[src/rtl/ifu_pkg.sv]
// Shared types and constants for the instruction prefetch unit.
// No ports; provides slot layout, pointer/counter width helpers and the
// NOP encoding used when no instruction is presented.
package ifu_pkg;

  localparam int XLEN_DEF   = 64;
  localparam int INST_W_DEF = 32;
  localparam int DEPTH_DEF  = 4;

  // RV NOP (addi x0, x0, 0), shared with the pipeline-flush logic.
  localparam logic [31:0] NOP = 32'h0000_0013;

  typedef struct packed {
    logic [XLEN_DEF-1:0]   pc;
    logic [INST_W_DEF-1:0] inst;
    logic                  filled;
  } slot_t;

  // Pointer width indexes DEPTH slots; counters need one more bit to hold DEPTH.
  function automatic int ptr_w(input int depth);
    return (depth > 1) ? $clog2(depth) : 1;
  endfunction

  function automatic int cnt_w(input int depth);
    return ptr_w(depth) + 1;
  endfunction

  localparam int PTR_W_DEF = ptr_w(DEPTH_DEF);
  localparam int CNT_W_DEF = cnt_w(DEPTH_DEF);

endpackage

[src/rtl/ifu_prefetch_if.sv]
// Fetch-unit bus bundle: memory request/response, redirect, and IF/ID output.
// master : the prefetch unit (drives req_*, out_*, err)
// slave  : the environment (memory, branch resolution, IF/ID stage)
interface ifu_prefetch_if #(
  parameter int XLEN   = 64,
  parameter int INST_W = 32
);
  logic              req_valid;
  logic              req_ready;
  logic [XLEN-1:0]   req_addr;
  logic              resp_valid;
  logic [INST_W-1:0] resp_inst;
  logic              redirect_valid;
  logic [XLEN-1:0]   redirect_pc;
  logic              out_valid;
  logic              out_ready;
  logic [XLEN-1:0]   out_pc;
  logic [INST_W-1:0] out_inst;
  logic              err;

  modport master (
    output req_valid, req_addr, out_valid, out_pc, out_inst, err,
    input  req_ready, resp_valid, resp_inst, redirect_valid, redirect_pc, out_ready
  );

  modport slave (
    input  req_valid, req_addr, out_valid, out_pc, out_inst, err,
    output req_ready, resp_valid, resp_inst, redirect_valid, redirect_pc, out_ready
  );
endinterface

[src/rtl/ifu_slot_queue.sv]
// Circular slot buffer for the prefetch unit.
// reserve/reserve_pc : claim tail slot for an issued fetch (unfilled)
// fill/fill_inst     : write the oldest unfilled slot with returned data
// pop                : retire the head slot
// flush              : drop every slot and equalise pointers
// head_*             : contents of the head slot
// live_cnt           : reserved slots (filled or not)
// unfilled_cnt       : reserved slots still waiting for their response
module ifu_slot_queue
  import ifu_pkg::*;
#(
  parameter int XLEN   = 64,
  parameter int INST_W = 32,
  parameter int DEPTH  = 4,
  parameter int CNT_W  = cnt_w(DEPTH)
) (
  input  logic              clk,
  input  logic              rst,
  input  logic              flush,
  input  logic              reserve,
  input  logic [XLEN-1:0]   reserve_pc,
  input  logic              fill,
  input  logic [INST_W-1:0] fill_inst,
  input  logic              pop,
  output logic              head_filled,
  output logic [XLEN-1:0]   head_pc,
  output logic [INST_W-1:0] head_inst,
  output logic [CNT_W-1:0]  live_cnt,
  output logic [CNT_W-1:0]  unfilled_cnt
);

  localparam int PTR_W = ptr_w(DEPTH);

  logic [XLEN-1:0]   pc_mem   [DEPTH];
  logic [INST_W-1:0] inst_mem [DEPTH];
  logic [DEPTH-1:0]  filled;
  logic [PTR_W-1:0]  head_ptr;
  logic [PTR_W-1:0]  fill_ptr;
  logic [PTR_W-1:0]  tail_ptr;

  // Control state: pointers wrap naturally since DEPTH is a power of two.
  always_ff @(posedge clk) begin
    if (rst || flush) begin
      filled       <= '0;
      head_ptr     <= '0;
      fill_ptr     <= '0;
      tail_ptr     <= '0;
      live_cnt     <= '0;
      unfilled_cnt <= '0;
    end else begin
      if (pop) begin
        filled[head_ptr] <= 1'b0;
        head_ptr         <= head_ptr + PTR_W'(1);
      end
      if (fill) begin
        filled[fill_ptr] <= 1'b1;
        fill_ptr         <= fill_ptr + PTR_W'(1);
      end
      if (reserve) begin
        filled[tail_ptr] <= 1'b0;
        tail_ptr         <= tail_ptr + PTR_W'(1);
      end
      live_cnt     <= live_cnt + CNT_W'(reserve) - CNT_W'(pop);
      unfilled_cnt <= unfilled_cnt + CNT_W'(reserve) - CNT_W'(fill);
    end
  end

  // Slot payload carries no reset; the filled bits qualify it.
  always_ff @(posedge clk) begin
    if (reserve && !flush) pc_mem[tail_ptr]   <= reserve_pc;
    if (fill && !flush)    inst_mem[fill_ptr] <= fill_inst;
  end

  assign head_filled = filled[head_ptr];
  assign head_pc     = pc_mem[head_ptr];
  assign head_inst   = inst_mem[head_ptr];

endmodule

[src/rtl/ifu_prefetch.sv]
// Instruction fetch unit with an in-order prefetch queue.
// clk, rst : single clock, synchronous active-high reset
// bus      : ifu_prefetch_if.master -- memory request/response, redirect
//            from branch resolution, valid/ready output to IF/ID, sticky err
// Holds the fetch PC, the count of stale in-flight responses to discard,
// the error flag, and issue/redirect control around ifu_slot_queue.
module ifu_prefetch
  import ifu_pkg::*;
#(
  parameter int              XLEN     = 64,
  parameter int              INST_W   = 32,
  parameter int              DEPTH    = 4,
  parameter logic [XLEN-1:0] RESET_PC = XLEN'(64'h8000_0000)
) (
  input  logic          clk,
  input  logic          rst,
  ifu_prefetch_if.master bus
);

  localparam int              CNT_W   = cnt_w(DEPTH);
  localparam logic [CNT_W:0]  DEPTH_C = (CNT_W + 1)'(DEPTH);

  logic [XLEN-1:0]   fetch_pc;
  logic [CNT_W-1:0]  drop_cnt;
  logic [CNT_W-1:0]  live_cnt;
  logic [CNT_W-1:0]  unfilled_cnt;
  logic              err_q;
  logic              head_filled;
  logic [XLEN-1:0]   head_pc;
  logic [INST_W-1:0] head_inst;
  logic [CNT_W:0]    occupancy;
  logic              req_fire;
  logic              resp_owed;
  logic              resp_drop;
  logic              resp_fill;
  logic              resp_stray;
  logic              pop;
  logic              unused_pc_bits;

  assign unused_pc_bits = ^bus.redirect_pc[1:0];

  // Slots reserved plus stale responses still owed bound the requests in flight.
  assign occupancy  = {1'b0, live_cnt} + {1'b0, drop_cnt};
  assign bus.req_valid = !bus.redirect_valid && (occupancy < DEPTH_C);
  assign bus.req_addr  = fetch_pc;
  assign req_fire   = bus.req_valid && bus.req_ready;

  // Responses arrive in order: stale ones first, then those for live slots.
  // A response during a redirect belongs to a slot being flushed.
  assign resp_owed  = (drop_cnt != '0) || (unfilled_cnt != '0);
  assign resp_drop  = bus.resp_valid && (drop_cnt != '0);
  assign resp_fill  = bus.resp_valid && (drop_cnt == '0) && (unfilled_cnt != '0)
                      && !bus.redirect_valid;
  assign resp_stray = bus.resp_valid && !resp_owed;

  assign bus.out_valid = head_filled && !bus.redirect_valid;
  assign bus.out_pc    = head_pc;
  assign bus.out_inst  = bus.out_valid ? head_inst : INST_W'(NOP);
  assign bus.err       = err_q;
  assign pop           = bus.out_valid && bus.out_ready;

  always_ff @(posedge clk) begin
    if (rst) begin
      fetch_pc <= RESET_PC;
      drop_cnt <= '0;
      err_q    <= 1'b0;
    end else begin
      if (bus.redirect_valid) begin
        fetch_pc <= {bus.redirect_pc[XLEN-1:2], 2'b00};
        // Every unfilled slot becomes a stale response, less one retired now.
        drop_cnt <= drop_cnt + unfilled_cnt - CNT_W'(bus.resp_valid && resp_owed);
      end else begin
        if (req_fire)  fetch_pc <= fetch_pc + XLEN'(4);
        if (resp_drop) drop_cnt <= drop_cnt - CNT_W'(1);
      end
      if (resp_stray) err_q <= 1'b1;
    end
  end

  ifu_slot_queue #(
    .XLEN   (XLEN),
    .INST_W (INST_W),
    .DEPTH  (DEPTH),
    .CNT_W  (CNT_W)
  ) u_queue (
    .clk          (clk),
    .rst          (rst),
    .flush        (bus.redirect_valid),
    .reserve      (req_fire),
    .reserve_pc   (fetch_pc),
    .fill         (resp_fill),
    .fill_inst    (bus.resp_inst),
    .pop          (pop),
    .head_filled  (head_filled),
    .head_pc      (head_pc),
    .head_inst    (head_inst),
    .live_cnt     (live_cnt),
    .unfilled_cnt (unfilled_cnt)
  );

endmodule

[src/flat_wrapper.sv]
// flat-port wrapper written by rule: the top's interface ports become plain ports
module ifu_prefetch_flat import ifu_pkg::*;
#(
  parameter int              XLEN     = 64,
  parameter int              INST_W   = 32,
  parameter int              DEPTH    = 4,
  parameter logic [XLEN-1:0] RESET_PC = XLEN'(64'h8000_0000)
)
  (clk, rst, bus_req_valid, bus_req_addr, bus_out_valid, bus_out_pc, bus_out_inst, bus_err, bus_req_ready, bus_resp_valid, bus_resp_inst, bus_redirect_valid, bus_redirect_pc, bus_out_ready);
  ifu_prefetch_if #(.XLEN(XLEN), .INST_W(INST_W)) bus_i ();
  input  logic clk;
  input  logic rst;
  output wire logic [$bits(bus_i.req_valid)-1:0] bus_req_valid;
  output wire logic [$bits(bus_i.req_addr)-1:0] bus_req_addr;
  output wire logic [$bits(bus_i.out_valid)-1:0] bus_out_valid;
  output wire logic [$bits(bus_i.out_pc)-1:0] bus_out_pc;
  output wire logic [$bits(bus_i.out_inst)-1:0] bus_out_inst;
  output wire logic [$bits(bus_i.err)-1:0] bus_err;
  input wire logic [$bits(bus_i.req_ready)-1:0] bus_req_ready;
  input wire logic [$bits(bus_i.resp_valid)-1:0] bus_resp_valid;
  input wire logic [$bits(bus_i.resp_inst)-1:0] bus_resp_inst;
  input wire logic [$bits(bus_i.redirect_valid)-1:0] bus_redirect_valid;
  input wire logic [$bits(bus_i.redirect_pc)-1:0] bus_redirect_pc;
  input wire logic [$bits(bus_i.out_ready)-1:0] bus_out_ready;
  assign bus_req_valid = bus_i.req_valid;
  assign bus_req_addr = bus_i.req_addr;
  assign bus_out_valid = bus_i.out_valid;
  assign bus_out_pc = bus_i.out_pc;
  assign bus_out_inst = bus_i.out_inst;
  assign bus_err = bus_i.err;
  assign bus_i.req_ready = bus_req_ready;
  assign bus_i.resp_valid = bus_resp_valid;
  assign bus_i.resp_inst = bus_resp_inst;
  assign bus_i.redirect_valid = bus_redirect_valid;
  assign bus_i.redirect_pc = bus_redirect_pc;
  assign bus_i.out_ready = bus_out_ready;
  ifu_prefetch #(.XLEN(XLEN), .INST_W(INST_W), .DEPTH(DEPTH), .RESET_PC(RESET_PC)) u_core (.clk(clk), .rst(rst), .bus(bus_i));
endmodule
[config.mk]
export PLATFORM = sky130hd
export DESIGN_NAME = ifu_prefetch_flat
export DESIGN_NICKNAME = d
export VERILOG_FILES = /design/src/rtl/ifu_pkg.sv /design/src/rtl/ifu_prefetch_if.sv /design/src/rtl/ifu_slot_queue.sv /design/src/rtl/ifu_prefetch.sv /design/src/flat_wrapper.sv
export SDC_FILE = /design/constraint.sdc
export NUM_CORES = 1
export LEC_CHECK = 0
export ABC_CLOCK_PERIOD_IN_PS = 4300
export BUFFER_PORTS_ARGS = -buffer_cell sky130_fd_sc_hd__buf_4
export CAP_MARGIN = 20
export CORE_MARGIN = 2
export CORE_UTILIZATION = 45
export DETAILED_ROUTE_END_ITERATION = 8
export HOLD_SLACK_MARGIN = 0.03
export PLACE_DENSITY = 0.65
export SYNTH_ARGS = -nofsm -noshare
export SYNTH_HDL_FRONTEND = slang
export SYNTH_SLANG_ARGS = --single-unit
[constraint.sdc]
create_clock -name clk -period 4.3 [get_ports clk]
set_clock_uncertainty 0.1 [all_clocks]
set_input_delay 0.43 -clock clk [delete_from_list [all_inputs] [get_ports clk]]
set_output_delay 0.43 -clock clk [all_outputs]
set_load 0.05 [all_outputs]
==> flow_summary_export.csv <==
group,metric,value,unit
global_routing,grt_pass1_vias,11850,
floorplanning,rows,74,
pwr,power_per_cell_area,435.9,mW/mm^2
drt,wl,45990,microns
floorplanning,die_w,208.6,microns
global_routing,grt_max_degree,61,
worst_setup_path,cp-start-kind,"flip-flop",
drt,viasPerCell,5.617,
run_status,status,"finished clean",
synth,ys_seq_elements,460,
cells_and_area,finish.net_count,1629,
pwr,fin_total_pwr,0.01025,W
job,maxCapViolCount,0,
synth,syn_area,0.01883,sq mm
drt,drtAntennaViolNets,0,
min_path,min_path_type,"input pin to flip-flop",
cts,path_clk_slew,0.06,ns
cts,cts_buffers,47,
worst_setup_path,critPathMaxFanout,30,
sta,fmax,304.4,MHz
cells_and_area,fin_util,0.5718,
cells_and_area,multiInputGateArea,0.005449,sq mm
synth,synth_most_common_cell,"edfxtp_1",
cts,postCtsSetupRepairBufs,0,
synth,synthCells,1185,
placed_design,dp_hpwl,28410,microns
worst_setup_path,slowest_stage,"mux4_2",
drt,first_pass_iters,5,
cts,cts-root-buf,"clkbuf_16",
sta,hold_violations,0,
worst_setup_path,critPathLaunch,"u_core.u_queue.head_ptr[0]$_SDFFE_PP0N_",
cells_and_area,regArea,0.01298,sq mm
cts,cts_tree,"yes",
cts,cts_sinks,460,
sta,worstMarginPinSlew,0.8952,ns
synth,synth_cell_types,55,
drt,drc,0,
sta,maxSlewViolCount,0,
drt,routed-via-count,11640,
worst_setup_path,path_cells,"mux4_2 -> and2_1 -> nand2_1 -> inv_1 -> ha_1 -> inv_1 -> ha_1 -> inv_1 -> fa_1 -> xnor2_1 -> nor2_1",
worst_setup_path,crit_arrival,3.61,ns
worst_setup_path,cp.required,4.63,ns
drt,wl_met1,18680,microns
worst_setup_path,crit_type,"flip-flop to flip-flop",
synth,ys_seq_area_frac,0.6890,
sta,fin_crit_sh,0.7639,
drt,met2_length,22620,microns
worst_setup_path,cp_common_cell,"inv_1",
synth,synth_common_cells,"edfxtp_1, mux4_2, dfxtp_1",
pwr,p_leak,8.320,nW
worst_setup_path,reg2reg_from,"u_core.u_queue.head_ptr[0]$_SDFFE_PP0N_",
sta,period_needed,3.285,ns
synth,async_flop_share,0,
sta,whs,0.04804,ns
cells_and_area,area_growth,24.85,%
synth,synth-edff-count,376,
global_routing,grt_pass1_wl,70150,microns
sta,worst_slack,1.015,ns
drt,wl_met3,3528,microns
cts,clk-insertion-delay-late,0.58,ns
global_routing,antenna_found_initial,4,
placed_design,dp_slack,1.036,ns
placed_design,place.port_buffers,258,
synth,synth_ff_type,"edfxtp_1",
worst_setup_path,slowest_delay,0.83,ns
cts,cts_buffer_depth,3,
drt,dr.first_iter.drc_count,771,
synth,synth.top_cell.area_share,0.5997,
synth,yosysTopAreaCell,"edfxtp_1",
worst_setup_path,worstSetupEndpointType,"flip-flop",
sta,tns,0,ns
floorplanning,start_util,0.4580,
cts,h-tree-depth,2,
cells_and_area,drive_gt1_frac,0.2991,
placed_design,globalplace.congestion,0.7830,
synth,synth_area_per_cell,15.89,sq um
sta,max_slew_margin,0.3977,
cells_and_area,fill_cells,3246,
global_routing,grt_remaining_overflow,0,
synth,ys_top_cells_by_area,"edfxtp_1, mux4_2, dfxtp_1",
floorplanning,core-area,0.04111,sq mm
sta,rsz0062_at_grt,"false",
global_routing,grt_use_total,0.2124,
floorplanning,die_h,208.6,microns
floorplanning,die_area,0.04349,sq mm
cts,ctsResizeCount,0,
synth,yosysWarnings,0,
min_path,holdCritStartpoint,"bus_redirect_pc[5]",
drt,top_layer,"met5",
floorplanning,io_pins,265,
sta,setup_violations,0,
pwr,peakVddDrop,0.3006,mV
drt,wl_per_cell,22.19,microns
==> metal layers <==
layer,vias up,global-route usage
met5,-,0
li1,5315,-
met1,5856,0.2736
met2,400,0.3535
met4,2,0.06404
met3,65,0.05766
==> worst paths after layout <==
kind	slack (ns)	cells after the start	end
worst max-delay path	1.02	11	u_core.u_queue.live_cnt[2]$_SDFF_PP0_
worst min-delay path	0.05	3	u_core.bus.req_addr[5]$_SDFFE_PP0P_
worst max register to register	1.02	11	u_core.u_queue.live_cnt[2]$_SDFF_PP0_
worst min register to register	0.40	2	u_core.u_queue.tail_ptr[1]$_SDFFE_PP0N_
==> metrics by stage <==
| step | instances | cell area [sq um] |
|---|---|---|
| 6_report | 2072 | 23510 |
| 5_1_grt | 2071 | 23510 |
| 4_1_cts | 2070 | 23500 |
| 3_5_place_dp | 1926 | 21400 |
| 3_3_place_gp | 1926 | 21400 |
| 2_1_floorplan | 1188 | 18840 |
==> placed cells by master (no fill, tap or decap), types with 5 or more instances in the layout <==
cell / netlist / final
edfxtp_1: 376 / 376
buf_4: 4 / 275
mux4_2: 95 / 95
dfxtp_1: 84 / 82
nand2_1: 68 / 68
dlygate4sd3_1: 0 / 57
a21oi_1: 47 / 47
clkbuf_16: 0 / 47
nor2_1: 47 / 46
and3_1: 43 / 42
inv_1: 37 / 35
o21ai_0: 35 / 35
nand3_1: 25 / 25
a31oi_1: 25 / 25
nand4_1: 24 / 24
ha_1: 24 / 24
xnor2_1: 17 / 17
clkbuf_1: 51 / 17
and2_1: 20 / 16
nor3_1: 14 / 13
and4_1: 13 / 13
xor2_1: 12 / 12
nor4_1: 11 / 11
a211oi_1: 10 / 10
o22ai_1: 10 / 10
nand2b_1: 6 / 6
a221oi_1: 5 / 5
or3_1: 5 / 5
o211ai_1: 5 / 5
clkinv_1: 0 / 5
bufinv_16: 0 / 5
clkinv_2: 0 / 5
buf_12: 0 / 5
==> report_power, final <==
part / switching, W / internal [W] / total, W
Combinational: 0.000705 / 0.000402 / 0.00111
Clock: 0.00165 / 0.00240 / 0.00405
Sequential: 0.000132 / 0.00496 / 0.00509
Total: 0.00249 / 0.00776 / 0.0102
==> registers in the layout, summed over array words and instances, names as in the netlist, 2 cells and up, named ones only <==
register	flops
u_core.u_queue.live_cnt	3
u_core.u_queue.head_ptr	2
u_core.u_queue.pc_mem	248
u_core.bus.req_addr	62
u_core.u_queue.inst_mem	128
u_core.u_queue.tail_ptr	2
u_core.u_queue.unfilled_cnt	3
u_core.u_queue.fill_ptr	2
u_core.u_queue.filled	4
u_core.drop_cnt	3
==> worst max-delay path, delay by kind of cell (launching register included) <==
kind	cells	cell delay (ns)
adder cells (fa/ha/maj)	3	0.79
buffers and inverters	3	0.21
multiplexers	1	0.83
flip-flops	1	0.41
XOR/XNOR	1	0.16
AND/OR/NAND/NOR	3	0.63
==> cells by family (layout without fill, tap and decap cells) <==
kind of cell	count (synthesis)	in the layout	share of synthesized area
fa+ha+maj	27	27	0.01914
flops	460	460	0.6890
simple gates	294	294	0.08480
other cells	1	6	0.0001992
mux	101	101	0.1170
compound gates	162	162	0.05323
xor+xnor	29	29	0.01349
buf+inv	111	461	0.02319
==> final cells by class <==
| type | count | area share |
|---|---|---|
| Sequential cell | 460 | 0.5522 |
| Multi-Input combinational cell | 617 | 0.2318 |
| Timing Repair Buffer | 337 | 0.1164 |
| Clock buffer | 68 | 0.05509 |
| Tap cell | 532 | 0.02832 |
| Clock inverter | 19 | 0.01017 |
| Inverter | 37 | 0.005908 |
| Antenna cell | 2 | 0.0002129 |
==> repair_timing <==
item | 4_1_cts | 5_1_grt
endpoints found under the setup margin | 0 | 0
endpoints found under the hold margin | 155 | 0
hold buffers | 57 | 0
(Power assumes the default switching activity.)
